==> config.mk <==
export PLATFORM = sky130hd
export DESIGN_NAME = afifo_wr_arbiter_flat
export DESIGN_NICKNAME = d
export VERILOG_FILES = /design/src/rtl/afifo_wr_arbiter_if.sv /design/src/rtl/afifo_wr_arbiter.sv /design/src/flat_wrapper.sv
export SDC_FILE = /design/constraint.sdc
export NUM_CORES = 1
export LEC_CHECK = 0
export CAP_MARGIN = 10
export CORE_MARGIN = 2
export CORE_UTILIZATION = 34
export DETAILED_ROUTE_END_ITERATION = 7
export GPL_ROUTABILITY_DRIVEN = 0
export PLACE_DENSITY = 0.87
export SETUP_SLACK_MARGIN = 0.05
export SLEW_MARGIN = 20
export SYNTH_ARGS = -nofsm -noshare
export SYNTH_HDL_FRONTEND = slang
export SYNTH_SLANG_ARGS = --single-unit
==> constraint.sdc <==
create_clock -name WR_CLK -period 2.1 [get_ports WR_CLK]
set_input_delay 0.315 -clock WR_CLK [delete_from_list [all_inputs] [get_ports WR_CLK]]
set_output_delay 0.315 -clock WR_CLK [all_outputs]
set_load 0.01 [all_outputs]
==> src/rtl/afifo_wr_arbiter_if.sv <==
// Requester-side and FIFO-side signal bundle of the async FIFO write-port arbiter.
// master drives requests and the full flag; slave is the arbiter.
interface afifo_wr_arbiter_if #(
    parameter int N_REQ  = 4,
    parameter int DATA_W = 32
);
    logic [N_REQ-1:0]        REQ_VALID;
    logic [N_REQ*DATA_W-1:0] REQ_DATA;
    logic [N_REQ-1:0]        REQ_LAST;
    logic [N_REQ-1:0]        REQ_READY;
    logic                    FIFO_WR_EN;
    logic [DATA_W:0]         FIFO_WR_DATA;
    logic                    FIFO_FULL;

    modport master (
        output REQ_VALID, REQ_DATA, REQ_LAST, FIFO_FULL,
        input  REQ_READY, FIFO_WR_EN, FIFO_WR_DATA
    );

    modport slave (
        input  REQ_VALID, REQ_DATA, REQ_LAST, FIFO_FULL,
        output REQ_READY, FIFO_WR_EN, FIFO_WR_DATA
    );
endinterface

==> src/rtl/afifo_wr_arbiter.sv <==
// Round-robin, frame-atomic arbiter for the write port of an async FIFO.
// Define AFIFO_WR_ARB_STATS_EN to add FRAME_CNT / TRUNC_CNT statistics outputs.
module afifo_wr_arbiter #(
    parameter int N_REQ     = 4,
    parameter int DATA_W    = 32,
    parameter int MAX_WORDS = 1024,
    parameter int CNT_W     = 11
) (
    input  logic                     WR_CLK,
    input  logic                     WR_RST,
    afifo_wr_arbiter_if.slave        bus,
    output logic [$clog2(N_REQ)-1:0] GRANT_ID,
    output logic                     BUSY,
    output logic                     TRUNC_ERR
`ifdef AFIFO_WR_ARB_STATS_EN
    ,
    output logic [31:0]              FRAME_CNT,
    output logic [15:0]              TRUNC_CNT
`endif
);
    localparam int GW = $clog2(N_REQ);

    typedef enum logic [1:0] {IDLE, XFER, DRAIN} state_t;

    state_t           state_q, state_d;
    logic [GW-1:0]    grant_q, grant_d;
    logic [GW-1:0]    rr_q, rr_d;
    logic [CNT_W-1:0] cnt_q, cnt_d;
    logic             trunc_q, trunc_d;

    logic [DATA_W-1:0] g_data;
    logic              g_valid;
    logic              g_last;
    logic              force_last;
    logic              wr;
    logic              done;
    logic [GW-1:0]     g_next;
    logic [GW-1:0]     pick;
    logic              found;
    logic [N_REQ-1:0]  ready;

    assign g_valid    = bus.REQ_VALID[grant_q];
    assign g_last     = bus.REQ_LAST[grant_q];
    assign g_data     = bus.REQ_DATA[int'(grant_q)*DATA_W +: DATA_W];
    assign force_last = (cnt_q == CNT_W'(MAX_WORDS - 1));
    assign wr         = (state_q == XFER) && g_valid && !bus.FIFO_FULL;
    assign done       = wr && (g_last || force_last);
    assign g_next     = (grant_q == GW'(N_REQ - 1)) ? '0 : grant_q + 1'b1;

    // First valid requester at or after rr_q, wrapping past N_REQ-1.
    always_comb begin
        int idx;
        logic [GW-1:0] cand;
        idx   = 0;
        cand  = '0;
        found = 1'b0;
        pick  = rr_q;
        for (int k = 0; k < N_REQ; k++) begin
            idx = int'(rr_q) + k;
            if (idx >= N_REQ) idx = idx - N_REQ;
            cand = GW'(idx);
            if (!found && bus.REQ_VALID[cand]) begin
                found = 1'b1;
                pick  = cand;
            end
        end
    end

    always_comb begin
        state_d = state_q;
        grant_d = grant_q;
        rr_d    = rr_q;
        cnt_d   = cnt_q;
        trunc_d = 1'b0;
        ready   = '0;
        unique case (state_q)
            IDLE: begin
                if (found) begin
                    grant_d = pick;
                    cnt_d   = '0;
                    state_d = XFER;
                end
            end
            XFER: begin
                ready[grant_q] = !bus.FIFO_FULL;
                if (wr) begin
                    cnt_d   = cnt_q + 1'b1;
                    trunc_d = force_last;
                    if (g_last) begin
                        rr_d    = g_next;
                        state_d = IDLE;
                    end else if (force_last) begin
                        state_d = DRAIN;
                    end
                end
            end
            DRAIN: begin
                // Tail of a truncated frame is acked and discarded.
                ready[grant_q] = 1'b1;
                if (g_valid && g_last) begin
                    rr_d    = g_next;
                    state_d = IDLE;
                end
            end
            default: state_d = IDLE;
        endcase
    end

    always_ff @(posedge WR_CLK or posedge WR_RST) begin
        if (WR_RST) begin
            state_q <= IDLE;
            grant_q <= '0;
            rr_q    <= '0;
            cnt_q   <= '0;
            trunc_q <= 1'b0;
        end else begin
            state_q <= state_d;
            grant_q <= grant_d;
            rr_q    <= rr_d;
            cnt_q   <= cnt_d;
            trunc_q <= trunc_d;
        end
    end

    assign bus.REQ_READY    = ready;
    assign bus.FIFO_WR_EN   = wr;
    assign bus.FIFO_WR_DATA = (state_q == XFER) ? {g_last | force_last, g_data} : '0;
    assign GRANT_ID         = grant_q;
    assign BUSY             = (state_q != IDLE);
    assign TRUNC_ERR        = trunc_q;

`ifdef AFIFO_WR_ARB_STATS_EN
    logic [31:0] frames_q, frames_d;
    logic [15:0] truncs_q, truncs_d;

    always_comb begin
        frames_d = done ? frames_q + 32'd1 : frames_q;
        truncs_d = truncs_q;
        if (wr && force_last && truncs_q != 16'hFFFF) truncs_d = truncs_q + 16'd1;
    end

    always_ff @(posedge WR_CLK or posedge WR_RST) begin
        if (WR_RST) begin
            frames_q <= '0;
            truncs_q <= '0;
        end else begin
            frames_q <= frames_d;
            truncs_q <= truncs_d;
        end
    end

    assign FRAME_CNT = frames_q;
    assign TRUNC_CNT = truncs_q;
`endif
endmodule
==> src/flat_wrapper.sv <==
// flat-port wrapper written by rule: the top's interface ports become plain ports
module afifo_wr_arbiter_flat 
#(
    parameter int N_REQ     = 4,
    parameter int DATA_W    = 32,
    parameter int MAX_WORDS = 1024,
    parameter int CNT_W     = 11
)
  (WR_CLK, WR_RST, GRANT_ID, BUSY, TRUNC_ERR, bus_REQ_VALID, bus_REQ_DATA, bus_REQ_LAST, bus_FIFO_FULL, bus_REQ_READY, bus_FIFO_WR_EN, bus_FIFO_WR_DATA);
  afifo_wr_arbiter_if #(.N_REQ(N_REQ), .DATA_W(DATA_W)) bus_i ();
  input  logic WR_CLK;
  input  logic WR_RST;
  output logic [$clog2(N_REQ)-1:0] GRANT_ID;
  output logic BUSY;
  output logic TRUNC_ERR;
  input wire logic [$bits(bus_i.REQ_VALID)-1:0] bus_REQ_VALID;
  input wire logic [$bits(bus_i.REQ_DATA)-1:0] bus_REQ_DATA;
  input wire logic [$bits(bus_i.REQ_LAST)-1:0] bus_REQ_LAST;
  input wire logic [$bits(bus_i.FIFO_FULL)-1:0] bus_FIFO_FULL;
  output wire logic [$bits(bus_i.REQ_READY)-1:0] bus_REQ_READY;
  output wire logic [$bits(bus_i.FIFO_WR_EN)-1:0] bus_FIFO_WR_EN;
  output wire logic [$bits(bus_i.FIFO_WR_DATA)-1:0] bus_FIFO_WR_DATA;
  assign bus_i.REQ_VALID = bus_REQ_VALID;
  assign bus_i.REQ_DATA = bus_REQ_DATA;
  assign bus_i.REQ_LAST = bus_REQ_LAST;
  assign bus_i.FIFO_FULL = bus_FIFO_FULL;
  assign bus_REQ_READY = bus_i.REQ_READY;
  assign bus_FIFO_WR_EN = bus_i.FIFO_WR_EN;
  assign bus_FIFO_WR_DATA = bus_i.FIFO_WR_DATA;
  afifo_wr_arbiter #(.N_REQ(N_REQ), .DATA_W(DATA_W), .MAX_WORDS(MAX_WORDS), .CNT_W(CNT_W)) u_core (.WR_CLK(WR_CLK), .WR_RST(WR_RST), .bus(bus_i), .GRANT_ID(GRANT_ID), .BUSY(BUSY), .TRUNC_ERR(TRUNC_ERR));
endmodule
* Word-level counts from Yosys, hierarchy flattened
Cells that the tools add are included.
** Cells by class
- Muxes and demuxes :: 44
- Shifts and indexed selects :: 1
- Equal/unequal tests :: 9
- Reduce and logical (&&, ||, !) cells :: 19
- Bitwise gates (word level) :: 2
- Magnitude comparators :: 10
- Add/sub/neg operators :: 9
** Operators by type and width (count)
- $shiftx A128 B8 Y32 :: 1
- $mux W2 :: 17
- $mux W33 :: 1
- $mux W11 :: 2
- $pmux W11 S2 :: 1
- $lt A2 B3 Y1 const B :: 5
- $mux W1 :: 13
- $bmux W1 S2 :: 6
- $add A11 B1 Y11 const B :: 1
- $eq A11 B10 Y1 const B :: 1
- $ge A3 B3 Y1 const B :: 3
- $pmux W4 S2 :: 1
- $reduce_and A4 Y1 :: 2
- $sub A2 B1 Y2 const B :: 4
- $logic_and A1 B1 Y1 :: 7
- $add A2 B2 Y3 const B :: 2
- $ne A2 B1 Y1 const B :: 3
- $pmux W2 S3 :: 1
- $reduce_bool A2 Y1 :: 3
- $and A4 B4 Y4 :: 1
- $eq A2 B2 Y1 const B :: 2
- $logic_not A1 Y1 :: 4
- $pmux W2 S2 :: 1
- $add A2 B1 Y3 const B :: 1
- 11 further kinds :: 11
** Word-level totals
- Flip-flop bits (word level) :: 18

* Longest topological paths before layout
Gate-level depths: netlist of the first run.
- Depth after elaboration :: 16
- Gate-level depth with buffers :: 7
- Mapped depth without buffers :: 7

* Worst setup path after synthesis of the first run
OpenSTA, ideal clock, no wires.
- Path type :: reg-to-output
- From :: reg u_core.grant_q[0] (netlist: u_core.GRANT_ID[0])
- To :: out bus_FIFO_WR_DATA[10]
- Buffers on the path :: 2
- Data arrival time :: 1.724 ns
- Slack :: 0.061 ns
- Stages on the path, launching flop included :: 5
- Cells stage by stage :: dfrtp_1 > buf_4 > buf_2 > mux4_2 > and2_1
** Between the ends
- Word-level cells in the longest chain between the ends :: 2
** RTL lines
- start: declaration :: RTL line afifo_wr_arbiter.sv:26 : logic [GW-1:0] grant_q, grant_d;
- start signal: assignment :: RTL line afifo_wr_arbiter.sv:118 : grant_q <= grant_d;
- $shiftx A128 B8 Y32 :: RTL line afifo_wr_arbiter.sv:44 : assign g_data = bus.REQ_DATA[int'(grant_q)*DATA_W +: DATA_W];
- $mux W33 :: RTL line afifo_wr_arbiter.sv:127 : assign bus.FIFO_WR_DATA = (state_q == XFER) ? {g_last | force_last, g_data} : '0;
- end: declaration :: RTL line flat_wrapper.sv:22 : output wire logic [$bits(bus_i.FIFO_WR_DATA)-1:0] bus_FIFO_WR_DATA;
No other way between the ends.

* Final worst setup path of the first run
Ends and elaborated chain as after synthesis.

==> flow_summary.ini, run 1 <==
[run_status]
status = finished, violations left
violations = negative setup slack

[route]
ant_nets = 0
remaining_drc_errors = 0
drt_iter0_drc = 103
wl_per_cell_um = 19.8
num_vias = 2795
dr.pass1.iters = 4
viasPerCell = 5.43
totalWireLength_um = 10200

[synthesis]
seq_area_frac_synth = 0.199
ys_warn_count = 0
synth_area_sq_mm = 0.00226
syn_avg_cell_area_sq_um = 10.3
synth_edf_count = 0
ys_types = 46
async_reset_ff_frac = 1.00
synth_fp_nets = 366
synthFlopType = dfrtp_1
syn_inst = 219
synth_seq_cells = 18

[finish]
antennaDiodeCount = 0
nets = 586
drive_gt1_frac = 0.297
layout.cells.non_filler = 515
ff_latch_area_sq_um = 453
multi_input_area_sq_mm = 0.00177
area_delta_synth_final_pct = 108
fill_cells = 437

[grt]
grt_max_degree = 43
antenna_found_initial = 0
grt.overflow.total = 0
grt_pass1_wl_um = 14700
grt_pass1_vias = 2791
track_usage = 0.259

[cts]
cts-htree-levels = 1
cts_root_buffer = clkbuf_8
cts.clk_slew.worst_paths_ns = 0.07
cts.path.max_buffers = 2
clk_latency_ns = 0.26
cts_tree = yes
numCtsBuffers = 3
clock-sinks = 18

[die]
die_h_um = 85.6
io_pins = 181
die_w_um = 85.6
start_util = 0.354
rows = 29
die_area_sq_mm = 0.00732
core_sq_mm = 0.00639

[timing]
layout_min_cycle_time_ns = 2.19
fin_worst_skew_ns = 0.00327
drv_slew = 0
finalSetupViolCount = 25
hold_violations = 0
whs_ns = 0.449
fin_ws_ns = -0.0913
clock.fmax_ghz = 0.456
worstMarginPinSlew_ns = 0.661
rsz0062_at_grt = true
slew_headroom = 0.559
fin_crit_sh = 1.04

[worst_hold_path]
hold_class = in2async

[critical_path]
critPathArrivalTime_ns = 1.88
cp_max_fo = 6
endpoint_kind = primary output
required_ns = 1.78
cp-start-kind = register
path_class = reg2out

[placed_design]
dpl.cell_count = 489
dp_hpwl_um = 7630
portBuffers = 180

[flow_run]
max_cap_violations = 0

[pwr]
power_mw = 4.51
power_density_mw_per_mm2 = 961
p_leak_nw = 1.95
ir_drop_mv = 0.958
==> per-layer routing <==
| metal | track usage | up-vias | part of all wire |
|---|---|---|---|
| met5 | 0 | - | 0 |
| met4 | 0.0909 | 0 | 0.043 |
| met3 | 0.0577 | 37 | 0.084 |
| met2 | 0.474 | 154 | 0.52 |
| met1 | 0.295 | 1314 | 0.35 |
| li1 | - | 1290 | - |
==> cell usage in the layout (no fill, tap or decap), drive strengths merged, types with 3 or more instances in the layout <==
cell type      instances
clkdlybuf4s50        141
buf                   58
mux4                  34
and2                  33
dfrtp                 18
dlygate4sd2           15
inv                   14
nor2                  13
nand2                 13
clkdlybuf4s15         10
ha                     8
clkbuf                 7
a21oi                  6
o21ai                  6
nand3                  4
nand4                  4
a31oi                  4
nor2b                  4
mux2                   3
and4                   3
o22a                   3
mux2i                  3
a221oi                 3
==> state kept, by name (all words and copies together) (netlist names) <==
| name | count |
|---|---|
| u_core.GRANT_ID | 2 |
| u_core.TRUNC_ERR | 1 |
| u_core.cnt_q | 11 |
| u_core.rr_q | 2 |
| u_core.state_q | 2 |
==> Yosys cell counts, drive strengths merged (2+ instances only) <==
library cell | instances | share of area
nor2b | 4 | 0.011
o211ai | 2 | 0.0066
nand2 | 13 | 0.023
a31oi | 4 | 0.011
o21ai | 6 | 0.013
mux2i | 3 | 0.013
mux4 | 34 | 0.34
clkbuf | 8 | 0.013
mux2 | 3 | 0.015
a21oi | 6 | 0.013
inv | 13 | 0.022
a21o | 2 | 0.0066
and2 | 33 | 0.091
or3 | 2 | 0.0055
a41oi | 2 | 0.0077
and3 | 2 | 0.0055
ha | 8 | 0.044
nand2b | 2 | 0.0055
nor3 | 2 | 0.0044
a22o | 2 | 0.0077
o22a | 3 | 0.012
dfrtp | 18 | 0.20
and4 | 3 | 0.012
a221oi | 3 | 0.014
nor2 | 13 | 0.022
nand3 | 4 | 0.0088
nand4 | 4 | 0.011
buf | 5 | 0.013
==> critical path, stage by stage, from the launching register on <==
cell and delay, ns:
dfrtp_2 0.38, buf_4 0.16, buf_12 0.13, mux4_2 0.48
and2_1 0.17, dlygate4sd2_1 0.29
==> stage by stage <==
stage,cell area [sq um],TNS (ns),worst slack [ns],util
final,4700,-1.26,-0.0913,0.736
after global routing,4700,-2.82,-0.155,0.736
after CTS,4560,-1.59,-0.0984,0.715
after detailed placement,4340,-2.34,-0.160,0.679
after global placement,4340,-1.57,-0.143,0.679
after floorplan,2260,0,0.0615,-
==> final timing paths <==
path                                    startpoint              endpoint  slack, ns  depth (start not counted)
worst max-delay path            u_core.GRANT_ID[0]  bus_FIFO_WR_DATA[10]      -0.09                          5
worst min-delay path                        WR_RST       u_core.cnt_q[9]       0.45                          2
worst max register to register  u_core.GRANT_ID[0]     u_core.state_q[1]      -0.06                          7
worst min register to register     u_core.cnt_q[6]       u_core.cnt_q[6]       0.53                          1
max in group asynchronous                   WR_RST    u_core.GRANT_ID[0]       1.19                          2
min in group WR_CLK                u_core.cnt_q[6]       u_core.cnt_q[6]       0.53                          1
==> cell type report <==
class / count / area share
Multi-Input combinational cell: 174 / 0.376
Inverter: 14 / 0.0112
Timing Repair Buffer: 228 / 0.486
Sequential cell: 18 / 0.0964
Clock buffer: 4 / 0.00958
Tap cell: 77 / 0.0205
==> power by group <==
part	switching (mW)	total [mW]	internal [mW]
clock network	0.114	0.249	0.135
registers	0.0842	0.507	0.423
logic	1.55	3.76	2.21
==> timing repair <==
item | 4_1_cts | 5_1_grt
pin swaps | 9 | 8
setup endpoints to repair | 47 | 50
endpoints found under the hold margin | 0 | 0
gates resized for setup | 118 | 25
setup buffers | 12 | 10
hold buffers | 0 | 0
cloned | 2 | 1
==> logic make-up after synthesis <==
group | Yosys count | synth area share
xor gates and xnor gates | 1 | 0.00387
DFF | 18 | 0.199
muxes | 40 | 0.367
AOI/OAI and AO/OA | 38 | 0.121
adders and majority gates | 8 | 0.0442
buffers and inverters | 27 | 0.0498
and+or+nand+nor | 87 | 0.216
Note: power is estimated with default switching activity, not from simulation.
==> inputs of run 2 (changes only) <==
--- a/config.mk
+++ b/config.mk
@@ -5,7 +5,7 @@
 export SDC_FILE = /design/constraint.sdc
 export NUM_CORES = 1
 export LEC_CHECK = 0
-export CAP_MARGIN = 10
+export CAP_MARGIN = 5
 export CORE_MARGIN = 2
 export CORE_UTILIZATION = 34
 export DETAILED_ROUTE_END_ITERATION = 7
==> results of run 2 <==
No change in the layout: final DEF, timing and power equal those of run 1.
==> inputs of run 3 (changes only) <==
--- a/config.mk
+++ b/config.mk
@@ -11,7 +11,6 @@
 export DETAILED_ROUTE_END_ITERATION = 7
 export GPL_ROUTABILITY_DRIVEN = 0
 export PLACE_DENSITY = 0.87
-export SETUP_SLACK_MARGIN = 0.05
 export SLEW_MARGIN = 20
 export SYNTH_ARGS = -nofsm -noshare
 export SYNTH_HDL_FRONTEND = slang
==> constraint.sdc (replaced) <==
create_clock -name WR_CLK -period 2.46 [get_ports WR_CLK]
set_input_delay 0.369 -clock WR_CLK [delete_from_list [all_inputs] [get_ports WR_CLK]]
set_output_delay 0.369 -clock WR_CLK [all_outputs]
set_load 0.01 [all_outputs]
==> flow_summary.ini, run 3 (same netlist as run 1, synthesis figures left out) <==
[pwr]
power_mw = 3.41
ir_drop_mv = 0.952
p_leak_nw = 1.98
power_density_mw_per_mm2 = 775

[route]
drt_iter0_drc = 119
ant_nets = 0
top_layer = met4
wl_per_cell_um = 19.6
totalWireLength_um = 9580
met3_length_um = 826
remaining_drc_errors = 0
dr.pass1.iters = 5
num_vias = 2680
viasPerCell = 5.49
met1_length_um = 3340
dr_wl_met2_um = 5050

[flow_run]
max_cap_violations = 0

[timing]
whs_ns = 0.508
worstMarginPinSlew_ns = 0.682
finalSetupViolCount = 0
slew_headroom = 0.545
clock.fmax_ghz = 0.412
fin_tns_setup_ns = 0
fin_worst_skew_ns = 0.00434
layout_min_cycle_time_ns = 2.43
drv_slew = 0
rsz0062_at_grt = true
fin_crit_sh = 0.987
hold_violations = 0

[critical_path]
crit_buf_inv = 3
slowest_delay_ns = 0.47
crit_cells = 5
path_class = reg2out
cp_max_fo = 3
path_cells = buf_4, buf_4, mux4_2, and2_1, clkdlybuf4s50_1
cp-start-kind = register
required_ns = 2.09
path_delay_family = buffers and inverters
critPathMostFrequentCell = buf_4
critPathArrivalTime_ns = 2.06
endpoint_kind = primary output
r2r_cells = 7
cp_slowest_cell = mux4_2

[cts]
cts_tree = yes
cts_root_buffer = clkbuf_8
clock-sinks = 18
cts.path.max_buffers = 2
cts.clk_slew.worst_paths_ns = 0.07
clk_latency_ns = 0.26
cts-htree-levels = 1
hold_buffers = 0
numCtsBuffers = 3

[worst_hold_path]
hold_class = in2async

[finish]
multi_input_area_sq_mm = 0.00170
fill_cells = 497
nets = 559
drive_gt1_frac = 0.161
area_delta_synth_final_pct = 94.7
largest-register = u_core.cnt_q
fin_area_sq_mm = 0.00441
layout_common_cells = clkdlybuf4s50_1, mux4_2, and2_1
antennaDiodeCount = 0
largest_reg_flops = 11
layout_commonest_cell = clkdlybuf4s50_1
ff_latch_area_sq_um = 455

[die]
io_pins = 181
die_h_um = 85.6
start_util = 0.354
die_area_sq_mm = 0.00732
core_sq_mm = 0.00639
rows = 29
die_w_um = 85.6

[grt]
grt.overflow.total = 0
grt_max_degree = 27
track_usage = 0.257
grt_pass1_wl_um = 14500
grt_pass1_vias = 2768
antenna_found_initial = 0

[placed_design]
dp_hpwl_um = 7860
placed_cell_area_sq_mm = 0.00427
portBuffers = 180

[run_status]
status = complete, no violations
==> run 3: worst paths after layout <==
path | end | slack [ns] | start
min in group WR_CLK | u_core.cnt_q[0] | 0.52 | u_core.cnt_q[0]
max in group asynchronous | u_core.GRANT_ID[1] | 1.44 | WR_RST
worst max-delay path | bus_FIFO_WR_DATA[30] | 0.03 | u_core.GRANT_ID[0]
worst min-delay path | u_core.TRUNC_ERR | 0.51 | WR_RST
worst min register to register | u_core.cnt_q[0] | 0.52 | u_core.cnt_q[0]
worst max register to register | u_core.state_q[1] | 0.18 | u_core.GRANT_ID[0]
==> run 3: cell type report <==
class / instances / share of cell area
well taps: 77 / 0.0219
clock buffers: 4 / 0.0125
multi-input cells: 174 / 0.386
inverters: 14 / 0.0119
flip-flops and latches: 18 / 0.103
repair buffers: 201 / 0.465
==> run 3: where the power goes <==
group          total [mW]  internal [mW]  switching, mW  leakage [nW]
registers           0.486          0.365          0.122         0.240
clock network       0.241          0.142         0.0989        0.0288
logic                2.69           1.57           1.11          1.71
total                3.41           2.08           1.33          1.98
==> run 3: metal layers <==
layer,up-vias,global-route usage
met5,-,0
met4,0,0.0837
met3,28,0.0500
met2,142,0.481
met1,1281,0.292
li1,1229,-
==> run 3: repair_timing <==
item / in CTS / in global routing
hold endpoints to repair: 0 / 0
buffers inserted: 3 / 0
setup endpoints to repair: 29 / 27
resized for setup: 11 / 18
cloned: 1 / 0
==> run 3: metrics by stage <==
stage               utilization  std cells  worst slack, ns
finish                    0.690        488           0.0320
global route              0.690        488          -0.0429
CTS                       0.684        488         -0.00321
detailed placement        0.668        480            0.115
global placement          0.668        480            0.126
floorplan                     -        219            0.367
